<file path="config.mk">
export PLATFORM = sky130hd
export DESIGN_NAME = int2half_seq_flat
export DESIGN_NICKNAME = d
export VERILOG_FILES = /design/src/rtl/int2half_seq_pkg.sv /design/src/rtl/int2half_seq_if.sv /design/src/rtl/int2half_seq.sv /design/src/flat_wrapper.sv
export SDC_FILE = /design/constraint.sdc
export NUM_CORES = 1
export LEC_CHECK = 0
export ABC_AREA = 1
export BUFFER_PORTS_ARGS = -buffer_cell sky130_fd_sc_hd__buf_2
export CORE_ASPECT_RATIO = 1.75
export CORE_UTILIZATION = 45
export CTS_BUF_LIST = sky130_fd_sc_hd__clkbuf_8
export CTS_CLUSTER_SIZE = 16
export DETAILED_ROUTE_END_ITERATION = 16
export PLACE_DENSITY = 0.66
export SETUP_SLACK_MARGIN = 0.02
export SYNTH_ARGS = -nofsm -noshare
export SYNTH_HDL_FRONTEND = slang
export SYNTH_SLANG_ARGS = --single-unit
</file>
<file path="constraint.sdc">
create_clock -name clk -period 2.1 [get_ports clk]
set_input_delay 0.63 -clock clk [delete_from_list [all_inputs] [get_ports clk]]
set_output_delay 0.63 -clock clk [all_outputs]
set_load 0.02 [all_outputs]
</file>
<file path="src/rtl/int2half_seq_pkg.sv">
// Shared fp16 definitions for the CNN datapath: field widths, bias and
// the converter's FSM encoding (the fp16 adder pulls the same constants).
package int2half_seq_pkg;

  localparam int DATA_W    = 16;
  localparam int HALF_BIAS = 15;
  localparam int EXP_W     = 5;
  localparam int MANT_W    = 10;

  typedef enum logic [1:0] {
    IDLE = 2'd0,
    NORM = 2'd1,
    DONE = 2'd2
  } state_t;

endpackage

</file>
<file path="src/rtl/int2half_seq_if.sv">
// Valid/ready bundle for int2half_seq: fixed-point word in, fp16 word out.
interface int2half_seq_if;
  import int2half_seq_pkg::*;

  logic              in_valid;
  logic              in_ready;
  logic [DATA_W-1:0] in_data;
  logic              out_valid;
  logic              out_ready;
  logic [DATA_W-1:0] out_data;

  modport master (
    output in_valid, in_data, out_ready,
    input  in_ready, out_valid, out_data
  );

  modport slave (
    input  in_valid, in_data, out_ready,
    output in_ready, out_valid, out_data
  );

endinterface

</file>
<file path="src/rtl/int2half_seq.sv">
// Sequential signed fixed-point to fp16 converter: normalises one bit per
// cycle, truncates the mantissa and flushes anything below the normal range to +0.
module int2half_seq
  import int2half_seq_pkg::*;
#(
  parameter int FRAC_BITS = 0
) (
  input  logic           clk,
  input  logic           rst_n,
  int2half_seq_if.slave  bus
);

  state_t            state_q, state_d;
  logic [DATA_W-1:0] mag_q, mag_d;
  logic [3:0]        n_q, n_d;
  logic              sign_q, sign_d;
  logic [DATA_W-1:0] out_q, out_d;
  logic [7:0]        exp_w;
  logic              exp_pos;

  // E = 30 - N - FRAC_BITS; the 8-bit window keeps the sign of a wrapped result
  assign exp_w   = 8'(2 * HALF_BIAS - FRAC_BITS) - {4'b0000, n_q};
  assign exp_pos = !exp_w[7] && (exp_w != 8'd0);

  always_ff @(posedge clk or negedge rst_n) begin
    if (!rst_n) begin
      state_q <= IDLE;
      mag_q   <= '0;
      n_q     <= '0;
      sign_q  <= 1'b0;
      out_q   <= '0;
    end else begin
      state_q <= state_d;
      mag_q   <= mag_d;
      n_q     <= n_d;
      sign_q  <= sign_d;
      out_q   <= out_d;
    end
  end

  always_comb begin
    state_d = state_q;
    mag_d   = mag_q;
    n_d     = n_q;
    sign_d  = sign_q;
    out_d   = out_q;
    case (state_q)
      IDLE: begin
        if (bus.in_valid) begin
          sign_d = bus.in_data[DATA_W-1];
          // -32768 negates to itself, which as unsigned is exactly 0x8000
          mag_d  = bus.in_data[DATA_W-1] ? (~bus.in_data + 16'd1) : bus.in_data;
          n_d    = '0;
          if (bus.in_data == '0) begin
            out_d   = '0;
            state_d = DONE;
          end else begin
            state_d = NORM;
          end
        end
      end
      NORM: begin
        if (mag_q[DATA_W-1]) begin
          out_d   = exp_pos ? {sign_q, exp_w[EXP_W-1:0], mag_q[DATA_W-2 -: MANT_W]} : '0;
          state_d = DONE;
        end else begin
          mag_d = mag_q << 1;
          n_d   = n_q + 4'd1;
        end
      end
      DONE: begin
        if (bus.out_ready) begin
          state_d = IDLE;
        end
      end
      default: state_d = IDLE;
    endcase
  end

  assign bus.in_ready  = (state_q == IDLE);
  assign bus.out_valid = (state_q == DONE);
  assign bus.out_data  = out_q;

endmodule

</file>
<file path="src/flat_wrapper.sv">
// flat-port wrapper written by rule: the top's interface ports become plain ports
module int2half_seq_flat import int2half_seq_pkg::*;
#(
  parameter int FRAC_BITS = 0
)
  (clk, rst_n, bus_in_valid, bus_in_data, bus_out_ready, bus_in_ready, bus_out_valid, bus_out_data);
  int2half_seq_if bus_i ();
  input  logic clk;
  input  logic rst_n;
  input wire logic [$bits(bus_i.in_valid)-1:0] bus_in_valid;
  input wire logic [$bits(bus_i.in_data)-1:0] bus_in_data;
  input wire logic [$bits(bus_i.out_ready)-1:0] bus_out_ready;
  output wire logic [$bits(bus_i.in_ready)-1:0] bus_in_ready;
  output wire logic [$bits(bus_i.out_valid)-1:0] bus_out_valid;
  output wire logic [$bits(bus_i.out_data)-1:0] bus_out_data;
  assign bus_i.in_valid = bus_in_valid;
  assign bus_i.in_data = bus_in_data;
  assign bus_i.out_ready = bus_out_ready;
  assign bus_in_ready = bus_i.in_ready;
  assign bus_out_valid = bus_i.out_valid;
  assign bus_out_data = bus_i.out_data;
  int2half_seq #(.FRAC_BITS(FRAC_BITS)) u_core (.clk(clk), .rst_n(rst_n), .bus(bus_i));
endmodule
</file>
==> flow_summary_export.csv <==
group,metric,value,unit
critical_path,slowest_stage,"dfrtp_1",
critical_path,cp-end-kind,"output port",
cts,clk_path_buf_depth,2,
logic_synthesis,syn-num-nets,332,
logic_synthesis,synth_edf_count,0,
critical_path,r2r-end,"u_core.bus.out_data[4]$_DFFE_PN0P_",
critical_path,path_cells,"nor2_2 > buf_2",
grt,grt_pass1_wl,8.26,mm
critical_path,cp_data_required_time,1470,ps
layout,synthToLayoutAreaGrowth,15.2,%
cts,clockRootBuffer,"clkbuf_8",
critical_path,crit_end,"bus_in_ready",
sta,period_needed,1810,ps
sta,fin_ws,290,ps
cts,ctsHoldBuffers,0,
cts,htreeDepth,2,
layout,drive_gt1_share,20.6,%
layout,fill_cells,486,
logic_synthesis,synth_top_area_share,42.9,%
grt,antenna_found_initial,0,
logic_synthesis,syn-instance-count,308,
critical_path,cp.arrival,1180,ps
floorplanning,io_pins,38,
floorplanning,rows,33,
logic_synthesis,synth_area,0.00228,mm^2
logic_synthesis,synth.most_common_cell,"nand2_1",
critical_path,path_class,"register to output port",
grt,grt_pass1_vias,1914,
critical_path,cpPeakStageDelay,430,ps
routing,drt-initial-drc-count,41,
critical_path,path_max_fanout,5,
run,maxCapViolCount,0,
layout,multi_input_area,0.00109,mm^2
routing,drtAntennaViolNets,0,
layout,seqCellArea,976,um^2
layout,fin_area,0.00262,mm^2
routing,drc_errors,0,
logic_synthesis,ys_seq_elements,39,
sta,fmax,0.552,GHz
layout,layout.nets,373,
grt,grt-ovfl-total,0,
critical_path,reg2reg_from,"u_core.state_q[0]$_DFFE_PN0P_",
routing,drt_wl_total,4.80,mm
floorplanning,fp.dieArea,0.00536,mm^2
pwr,power,3.54,mW
logic_synthesis,yosys_warnings,0,
placement,port_buffers,37,
routing,via_count,1989,
logic_synthesis,synth_cell_type_count,29,
min_path,holdCritPathClass,"input port to asynchronous set/reset pin",
critical_path,setup.worst_path.start,"u_core.state_q[0]$_DFFE_PN0P_",
sta,max_slew_margin,56.4,%
routing,routed_via_density,4.95,
floorplanning,core,0.00479,mm^2
logic_synthesis,ys.flop_type,"dfrtp_1",
layout,num_antenna_cells,0,
pwr,power.density,1350,mW/mm^2
cts,cts_tree,"yes",
logic_synthesis,async_flop_share,100,%
floorplanning,start_util,47.5,%
floorplanning,die_w,55.8,um
sta,worst_pin_slew,653,ps
cts,clock_sinks,39,
logic_synthesis,synthTopCellsByArea,"dfrtp_1 (43%), nand2_1 (17%), nand3_1 (8.8%)",
placement,dp_hpwl,3.82,mm
logic_synthesis,yosysSeqAreaShare,42.9,%
critical_path,reg2reg_slack,360,ps
sta,slew_violations,0,
sta,holdWs,268,ps
cts,cts.repair.resized,0,
status,status,"completed",
placement,gp_congestion,0.761,
sta,rsz0062_at_grt,"false",
logic_synthesis,avgSynthCellArea,7.39,um^2
logic_synthesis,yosysTopAreaCell,"dfrtp_1",
sta,fin_setup_tns,0,ps
sta,finalCritPeriodShare,86.2,%
pwr,peakVddDrop,989,uV
placement,place_area,0.00252,mm^2
critical_path,rr_worst_depth,6,
cts,post_cts_buffers,0,
critical_path,cp-start-kind,"register",
routing,wl_per_cell,11.9,um
placement,pre_cts_ws,71.8,ps
sta,fin_worst_skew,7.80,ps
cts,clock_latency,290,ps
logic_synthesis,yosys-top-cells-count,"nand2_1 (101), nand3_1 (40), dfrtp_1 (39), inv_1 (35), nor2_1 (22)",
grt,grt_max_degree,23,
pwr,p_leak,1.45,nW
grt,gr-usage-all-layers,20.0,%
sta,setup_violations,0,
sta,hold_viol,0,
cts,path_clk_slew,70,ps
cts,cts_buffers,5,
routing,drt_pre_antenna_iters,4,
floorplanning,die_h,96.1,um
worst max-delay path: cells and delay by family, from the launching register on:
kind,cells,cell delay (ps)
buf+inv,1,210
flops,1,430
simple gates,1,250
how the worst min path moves through the flow:
stage	slack, ps	from	to
6_report	270	rst_n	u_core.mag_q[1]$_DFFE_PN0P_
4_1_cts	280	rst_n	u_core.mag_q[0]$_DFFE_PN0P_
2_1_floorplan	330	rst_n	u_core.bus.out_data[0]$_DFFE_PN0P_
3_5_place_dp	450	u_core.bus.out_data[4]$_DFFE_PN0P_	u_core.bus.out_data[4]$_DFFE_PN0P_
3_3_place_gp	450	u_core.bus.out_data[1]$_DFFE_PN0P_	u_core.bus.out_data[1]$_DFFE_PN0P_
5_1_grt	300	rst_n	u_core.mag_q[0]$_DFFE_PN0P_
where the power goes:
group | switching, mW | internal (mW) | leakage [nW]
clock network | 0.247 | 0.295 | 0.0557
logic | 1.12 | 0.572 | 0.899
registers | 0.227 | 1.08 | 0.492
total | 1.59 | 1.95 | 1.45
layout make-up:
type	count	share of cell area (%)
Tap cell	52	2.48
Multi-Input combinational cell	221	41.4
Inverter	38	5.53
Timing Repair Buffer	44	9.54
Clock buffer	7	3.67
Sequential cell	39	37.2
Clock inverter	1	0.143
through the flow:
step	util, %	std cells
3_3_place_gp	52.7	394
3_5_place_dp	52.7	394
2_1_floorplan	-	308
6_report	54.8	402
4_1_cts	54.8	402
5_1_grt	54.8	402
placed cells by master (no fill, tap or decap), drive strengths merged:
cell	n
nand4	2
nand3	50
clkbuf	7
dfrtp	39
and3	1
a21oi	10
nand3b	1
a21o	1
inv	39
xor2	2
o221ai	1
nand2	103
o22ai	4
ha	4
nor2	27
nor3	2
o21ai	12
buf	44
or2	1
sequential cells by signal, summed over array words and instances, names as in the netlist:
register,flops
u_core.n_q,4
u_core.state_q,2
u_core.sign_q,1
u_core.mag_q,16
u_core.bus.out_data,16
per-layer routing:
| metal | wire length (um) | vias up | global-route usage [%] |
|---|---|---|---|
| li1 | - | 1052 | - |
| met1 | 1980 | 895 | 21.8 |
| met2 | 2590 | 35 | 38.1 |
| met3 | 140 | 7 | 2.42 |
| met4 | 93 | 0 | 9.38 |
| met5 | 0 | - | 0 |
cell families (layout without fill, tap and decap cells):
| group | Yosys count | count (layout) | share of synthesized area (%) |
|---|---|---|---|
| simple gates | 187 | 187 | 38.1 |
| compound gates | 28 | 28 | 6.65 |
| flops | 39 | 39 | 42.9 |
| xor+xnor | 2 | 2 | 0.770 |
| fa+ha+maj | 4 | 4 | 2.20 |
| buf+inv | 48 | 90 | 9.40 |
No activity file was read; power rests on OpenSTA's default activity.
